--- config.mk ---
export PLATFORM = sky130hd
export DESIGN_NAME = karlsen_ladder_mc_flat
export DESIGN_NICKNAME = d
export VERILOG_FILES = /design/src/rtl/karlsen_ladder_mc_pkg.sv /design/src/rtl/karlsen_ladder_mc_if.sv /design/src/rtl/karlsen_ladder_mc_smul.sv /design/src/rtl/karlsen_ladder_mc.sv /design/src/flat_wrapper.sv
export SDC_FILE = /design/constraint.sdc
export NUM_CORES = 2
export LEC_CHECK = 0
export BUFFER_PORTS_ARGS = -buffer_cell sky130_fd_sc_hd__buf_2
export CORE_ASPECT_RATIO = 1.4
export CORE_MARGIN = 4
export CORE_UTILIZATION = 53
export DETAILED_ROUTE_END_ITERATION = 8
export GPL_TIMING_DRIVEN = 1
export PLACE_DENSITY_LB_ADDON = 0.08
export SYNTH_ARGS = -nofsm -noshare
export SYNTH_HDL_FRONTEND = slang
export SYNTH_SLANG_ARGS = --single-unit
--- constraint.sdc ---
create_clock -name clk -period 19.6 [get_ports clk]
set_input_delay 3.92 -clock clk [delete_from_list [all_inputs] [get_ports clk]]
set_output_delay 3.92 -clock clk [all_outputs]
set_load 0.005 [all_outputs]
--- src/rtl/karlsen_ladder_mc_pkg.sv ---
// Shared types, widths and the saturation helper for the multi-channel Karlsen ladder.
package karlsen_pkg;
    localparam int WMULT = 18;
    localparam int SHIFT = 16;

    typedef enum logic [1:0] {LP4, LP2, BP, HP} filter_mode_t;

    typedef enum logic [3:0] {
        IDLE, LOAD, RES, CLIP, SAT, S1, S2, S3, S4, DONE
    } state_t;

    // Clamp to the signed range of a w-bit word, returned sign-extended to WMULT bits.
    function automatic logic signed [WMULT-1:0] sat(input logic signed [31:0] x, input int w);
        logic signed [31:0] hi;
        logic signed [31:0] lo;
        hi = (32'sd1 <<< (w - 1)) - 32'sd1;
        lo = -hi - 32'sd1;
        if (x > hi) return WMULT'(hi);
        if (x < lo) return WMULT'(lo);
        return WMULT'(x);
    endfunction
endpackage

--- src/rtl/karlsen_ladder_mc_if.sv ---
// Sample/control bundle between the channel sources, the ladder and the output mixer.
interface karlsen_ladder_mc_if #(
    parameter int W    = 16,
    parameter int N_CH = 4
);
    logic                strobe;
    logic [2*N_CH-1:0]   mode;
    logic [W*N_CH-1:0]   g;
    logic [W*N_CH-1:0]   resonance;
    logic [W*N_CH-1:0]   sample_in;
    logic [W*N_CH-1:0]   sample_out;
    logic                out_valid;
    logic                busy;
    logic                overrun;

    modport master (
        output strobe, mode, g, resonance, sample_in,
        input  sample_out, out_valid, busy, overrun
    );

    modport slave (
        input  strobe, mode, g, resonance, sample_in,
        output sample_out, out_valid, busy, overrun
    );
endinterface

--- src/rtl/karlsen_ladder_mc_smul.sv ---
// Combinational one-pole blend a + ((b - a) * s >>> 16); the only multiplier in the ladder.
module ladder_smul_18x18
    import karlsen_pkg::*;
(
    input  logic signed [WMULT-1:0] a,
    input  logic signed [WMULT-1:0] b,
    input  logic signed [WMULT-1:0] s,
    output logic signed [WMULT-1:0] y
);
    logic signed [WMULT-1:0]   diff;
    logic signed [2*WMULT-1:0] prod;

    assign diff = b - a;
    assign prod = (2*WMULT)'(diff) * (2*WMULT)'(s);
    assign y    = a + WMULT'(prod >>> SHIFT);
endmodule

--- src/rtl/karlsen_ladder_mc.sv ---
// Time-shared Karlsen ladder: every strobe walks all channels through one multiplier, then publishes.
module karlsen_ladder_mc
    import karlsen_pkg::*;
#(
    parameter int W    = 16,
    parameter int N_CH = 4
)(
    input logic              clk,
    input logic              rst_n,
    karlsen_ladder_mc_if.slave bus
);
    localparam int CW = (N_CH > 1) ? $clog2(N_CH) : 1;
    localparam int RW = WMULT + 2;
    localparam logic [CW-1:0] LAST = CW'(N_CH - 1);

    state_t                  state, state_nx;
    logic [CW-1:0]           ch;
    logic                    overrun_q;
    logic [W*N_CH-1:0]       out_q;

    logic signed [WMULT-1:0] a1 [N_CH];
    logic signed [WMULT-1:0] a2 [N_CH];
    logic signed [WMULT-1:0] a3 [N_CH];
    logic signed [WMULT-1:0] a4 [N_CH];
    logic signed [WMULT-1:0] in_q  [N_CH];
    logic signed [WMULT-1:0] g_q   [N_CH];
    logic signed [WMULT-1:0] res_q [N_CH];
    filter_mode_t            mode_q [N_CH];
    logic signed [W-1:0]     hold   [N_CH];

    logic signed [WMULT-1:0] x_p0, g_p0, r_p0, res_p1, clip_p3;
    logic signed [RW-1:0]    raw_p2;
    filter_mode_t            m_p0;
    logic signed [WMULT-1:0] ma, mb, ms, my;
    logic signed [W-1:0]     tap;

    function automatic logic signed [WMULT-1:0] clamp0(input logic signed [W-1:0] v);
        return v[W-1] ? '0 : WMULT'(v);
    endfunction

    ladder_smul_18x18 u_smul (.a(ma), .b(mb), .s(ms), .y(my));

    always_comb begin
        ma = x_p0;
        mb = a4[ch];
        ms = r_p0;
        case (state)
            S1:      begin ma = a1[ch]; mb = clip_p3; ms = g_p0; end
            S2:      begin ma = a2[ch]; mb = a1[ch];  ms = g_p0; end
            S3:      begin ma = a3[ch]; mb = a2[ch];  ms = g_p0; end
            S4:      begin ma = a4[ch]; mb = a3[ch];  ms = g_p0; end
            default: ;
        endcase
    end

    // In S4 the a1/a2 entries already hold this pass's values; my is the new a4.
    always_comb begin
        tap = W'(my);
        case (m_p0)
            LP4: tap = W'(my);
            LP2: tap = W'(a2[ch]);
            BP:  tap = W'(sat(32'(a1[ch]) - 32'(a2[ch]), W));
            HP:  tap = W'(sat(32'(clip_p3) - 32'(a1[ch]), W));
            default: ;
        endcase
    end

    always_comb begin
        state_nx = state;
        case (state)
            IDLE:    if (bus.strobe) state_nx = LOAD;
            LOAD:    state_nx = RES;
            RES:     state_nx = CLIP;
            CLIP:    state_nx = SAT;
            SAT:     state_nx = S1;
            S1:      state_nx = S2;
            S2:      state_nx = S3;
            S3:      state_nx = S4;
            S4:      state_nx = (ch == LAST) ? DONE : LOAD;
            DONE:    state_nx = IDLE;
            default: state_nx = IDLE;
        endcase
    end

    always_ff @(posedge clk or negedge rst_n) begin
        if (!rst_n) begin
            state     <= IDLE;
            ch        <= '0;
            overrun_q <= 1'b0;
            out_q     <= '0;
            for (int c = 0; c < N_CH; c++) begin
                a1[c] <= '0;
                a2[c] <= '0;
                a3[c] <= '0;
                a4[c] <= '0;
            end
        end else begin
            state <= state_nx;
            if (bus.strobe && state != IDLE) overrun_q <= 1'b1;
            case (state)
                IDLE: ch <= '0;
                S1:   a1[ch] <= my;
                S2:   a2[ch] <= my;
                S3:   a3[ch] <= my;
                S4: begin
                    a4[ch] <= my;
                    ch     <= ch + CW'(1);
                    // Publish all channels together; the last one comes straight from the tap.
                    if (ch == LAST)
                        for (int c = 0; c < N_CH; c++)
                            out_q[c*W +: W] <= (CW'(c) == ch) ? tap : hold[c];
                end
                default: ;
            endcase
        end
    end

    always_ff @(posedge clk) begin
        if (bus.strobe && state == IDLE) begin
            for (int c = 0; c < N_CH; c++) begin
                in_q[c]   <= WMULT'($signed(bus.sample_in[c*W +: W]));
                g_q[c]    <= clamp0(bus.g[c*W +: W]);
                res_q[c]  <= clamp0(bus.resonance[c*W +: W]) <<< 2;
                mode_q[c] <= filter_mode_t'(bus.mode[2*c +: 2]);
            end
        end
        case (state)
            LOAD: begin
                x_p0 <= in_q[ch];
                g_p0 <= g_q[ch];
                r_p0 <= res_q[ch];
                m_p0 <= mode_q[ch];
            end
            RES:  res_p1  <= my;
            CLIP: raw_p2  <= (RW'(x_p0) <<< 1) - RW'(res_p1);
            SAT:  clip_p3 <= sat(32'(raw_p2), W);
            S4:   hold[ch] <= tap;
            default: ;
        endcase
    end

    assign bus.sample_out = out_q;
    assign bus.out_valid  = (state == DONE);
    assign bus.busy       = (state != IDLE) && (state != DONE);
    assign bus.overrun    = overrun_q;
endmodule
--- src/flat_wrapper.sv ---
// flat-port wrapper written by rule: the top's interface ports become plain ports
module karlsen_ladder_mc_flat import karlsen_pkg::*;
#(
    parameter int W    = 16,
    parameter int N_CH = 4
)
  (clk, rst_n, bus_strobe, bus_mode, bus_g, bus_resonance, bus_sample_in, bus_sample_out, bus_out_valid, bus_busy, bus_overrun);
  karlsen_ladder_mc_if #(.W(W), .N_CH(N_CH)) bus_i ();
  input logic clk;
  input logic rst_n;
  input wire logic [$bits(bus_i.strobe)-1:0] bus_strobe;
  input wire logic [$bits(bus_i.mode)-1:0] bus_mode;
  input wire logic [$bits(bus_i.g)-1:0] bus_g;
  input wire logic [$bits(bus_i.resonance)-1:0] bus_resonance;
  input wire logic [$bits(bus_i.sample_in)-1:0] bus_sample_in;
  output wire logic [$bits(bus_i.sample_out)-1:0] bus_sample_out;
  output wire logic [$bits(bus_i.out_valid)-1:0] bus_out_valid;
  output wire logic [$bits(bus_i.busy)-1:0] bus_busy;
  output wire logic [$bits(bus_i.overrun)-1:0] bus_overrun;
  assign bus_i.strobe = bus_strobe;
  assign bus_i.mode = bus_mode;
  assign bus_i.g = bus_g;
  assign bus_i.resonance = bus_resonance;
  assign bus_i.sample_in = bus_sample_in;
  assign bus_sample_out = bus_i.sample_out;
  assign bus_out_valid = bus_i.out_valid;
  assign bus_busy = bus_i.busy;
  assign bus_overrun = bus_i.overrun;
  karlsen_ladder_mc #(.W(W), .N_CH(N_CH)) u_core (.clk(clk), .rst_n(rst_n), .bus(bus_i));
endmodule
==> results.sh <==
export IMPL_status="finished clean"
export IMPL_port_buffers=269
export IMPL_path_class="reg2reg"
export IMPL_rsz0062_at_grt="false"
export IMPL_top_layer="met4"
export IMPL_die_w_um=253
export IMPL_ys_warn_count=0
export IMPL_nFillCells=7022
export IMPL_ff2ff_setup_slack_ns=4.30
export IMPL_die_h_um=351
export IMPL_core_mm2=0.0830
export IMPL_routed_wl_um=129000
export IMPL_slowest_stage="nor2b_1"
export IMPL_worst_setup_path_end_kind="flip-flop"
export IMPL_crit_fanout=14
export IMPL_post_cts_buffers=0
export IMPL_hp_start="u_core.hold[0][3]"
export IMPL_drt_iter0_drc=2480
export IMPL_synth_area_leader_cell="edfxtp_1"
export IMPL_ys_ff_latch=703
export IMPL_avgSynthCellArea_um2=10.7
export IMPL_whs_path_depth=2
export IMPL_synthDistinctLibCells=80
export IMPL_dr_pass1_iters=7
export IMPL_synth_edf_count=344
export IMPL_max_clock_freq_mhz=65.4
export IMPL_setup_violations=0
export IMPL_tightest_slew_ns=1.32
export IMPL_drive_gt1_share_pct=15.1
export IMPL_htreeDepth=3
export IMPL_grt_use_total_pct=29.6
export IMPL_gp_congestion=0.968
export IMPL_dr_wl_met2_um=63700
export IMPL_maxSlewHeadroom_pct=11.7
export IMPL_path_common_cell="fa_1"
export IMPL_layout_commonest_cell="nand2_1"
export IMPL_hold_violations=0
export IMPL_num_vias=31892
export IMPL_clkSinkCount=703
export IMPL_grt_pass1_wl_um=198000
export IMPL_reg2reg_from="u_core.state[2]"
export IMPL_yosysSeqAreaShare_pct=43.5
export IMPL_clkTransAtPathRegs_ns=0.06
export IMPL_fin_crit_ns=15.30
export IMPL_cts_buffers_inserted=72
export IMPL_dp_hpwl_um=97000
export IMPL_drv_slew=0
export IMPL_hold_path_end="u_core.bus.sample_out[3]"
export IMPL_synth_main_ff_cell="dfrtp_1"
export IMPL_areaGrowthSynthToFinish_pct=11.5
export IMPL_viasPerCell=5.78
export IMPL_antenna_found_initial=5
export IMPL_syn_num_nets=4823
export IMPL_drv_cap=0
export IMPL_synthArstFlopShare_pct=51.1
export IMPL_antenna_left=0
export IMPL_die_area_mm2=0.0886
export IMPL_clock_latency_ns=0.63
export IMPL_rr_worst_depth=48
export IMPL_wl_met3_um=8410
export IMPL_holdCritPathClass="reg2reg"
export IMPL_route_detailed_drc=0
export IMPL_wl_per_cell_um=23.4
export IMPL_synthDominantCellAreaShare_pct=23.2
export IMPL_syn_inst=4146
export IMPL_layout_nets=5056
export IMPL_cts_resized=0
export IMPL_crit_required_ns=20.07
export IMPL_fin_skew_ns=0.0322
export IMPL_arrival_ns=15.77
export IMPL_startpoint_type="flip-flop"
export IMPL_rows=125
export IMPL_pin_count=270
export IMPL_start_util_pct=53.5
export IMPL_cts_hold_buf=0
export IMPL_rr_endpoint="u_core.a2[17]"
export IMPL_critical_path_max_stage_delay_ns=0.88
export IMPL_cts_root_buffer="clkbuf_16"
export IMPL_gr_total_overflow=0
export IMPL_first_global_vias=32899
export IMPL_grt_max_degree=102
export IMPL_clk_path_buf_depth=3
export IMPL_syn_cell_area_mm2=0.0444
export IMPL_tns_ns=0
export IMPL_period_share_pct=78.1
export IMPL_drt_met1_wl_um=52200
export IMPL_synth_area_top_cells="edfxtp_1 23%, dfrtp_1 20%, fa_1 14%, mux4_2 5.9%, nand2_1 5.8%"
export IMPL_cts_tree="yes"
export IMPL_mostFrequentLayoutCells="673 x nand2_1, 491 x inv_1, 356 x dfrtp_1"
-- worst max-delay path, delay by kind of cell (launching register included) --
| kind | cells | cell delay (ns) |
|---|---|---|
| AO/OA/AOI/OAI | 19 | 4.64 |
| buffers and inverters | 5 | 0.26 |
| AND/OR/NAND/NOR | 10 | 3.09 |
| adder cells (fa/ha/maj) | 10 | 4.38 |
| XOR/XNOR | 4 | 2.07 |
| flip-flops | 1 | 0.65 |
-- synth_stat cells (19+ instances only) --
cell type / count
nor2_1: 265
a21o_1: 41
mux2_2: 35
clkbuf_1: 172
and2_1: 24
nand3_1: 37
a21oi_1: 81
buf_1: 22
xor2_1: 33
mux2i_1: 26
mux4_2: 116
edfxtp_1: 344
nor3_1: 20
fa_1: 302
o21a_1: 42
nand2_1: 682
o31ai_1: 35
ha_1: 172
o21ai_0: 319
a22oi_1: 38
inv_1: 492
nand2b_1: 33
a31oi_1: 19
xnor2_1: 68
nor2b_1: 143
dfrtp_1: 359
-- flip-flops by register name, summed over array words and instances (netlist names), 48 cells and up --
register,flops
u_core.a4,72
u_core.hold,48
u_core.g_q,60
u_core.res_q,60
u_core.bus.sample_out,64
u_core.in_q,64
u_core.a3,72
u_core.a2,72
u_core.a1,72
-- final cells by class --
class / instances / area, um^2 / area share (%)
inverter: 494 / 1850 / 3.74
tap: 1079 / 1350 / 2.73
timing repair buffer: 363 / 2060 / 4.16
sequential: 703 / 19300 / 39.0
multi-input combinational: 2745 / 22600 / 45.6
clock inverter: 29 / 290 / 0.586
antenna: 3 / 7.51 / 0.0152
clock buffer: 97 / 2070 / 4.18
-- how the worst max path moves through the flow --
stage / start / slack [ns] / to
final: u_core.state[2] / 4.30 / u_core.a2[17]
after global routing: u_core.state[2] / 3.31 / u_core.a2[17]
after CTS: u_core.state[2] / 4.48 / u_core.a2[17]
after detailed placement: u_core.state[2] / 4.50 / u_core.a2[17]
after global placement: u_core.state[2] / 4.87 / u_core.res_p1[17]
after floorplan: u_core.ch[0] / 6.01 / u_core.hold[0][15]
-- metrics by stage --
step / instances / setup WS (ns) / util (%) / area, um^2 / hold slack [ns]
floorplan: 4146 / 6.01 / - / 44400 / 0.415
global placement: 5384 / 4.87 / 56.8 / 47200 / 0.418
detailed placement: 5384 / 4.50 / 56.8 / 47200 / 0.421
CTS: 5510 / 4.48 / 59.6 / 49500 / 0.434
global route: 5512 / 3.31 / 59.6 / 49500 / 0.448
finish: 5513 / 4.30 / 59.7 / 49500 / 0.430
-- per-layer routing --
metal / vias to the layer above / GRT usage [%]
met3: 251 / 4.84
li1: 14413 / -
met5: - / 0
met2: 1138 / 50.5
met4: 0 / 10.4
met1: 16090 / 38.9
-- cells by family (layout without fill, tap and decap cells) --
logic type | count (synthesis) | in the layout | share of synthesized area (%)
AND/OR/NAND/NOR | 1267 | 1267 | 12.5
AO/OA/AOI/OAI | 720 | 720 | 10.1
flip-flops | 703 | 703 | 43.5
buffers and inverters | 698 | 983 | 5.92
adder cells (fa/ha/maj) | 476 | 476 | 18.5
multiplexers | 177 | 177 | 7.35
XOR/XNOR | 105 | 105 | 2.15
other | 0 | 3 | 0
Power is not shown: default switching activity piles up to over one toggle a cycle in this logic, so the estimate is an artifact.
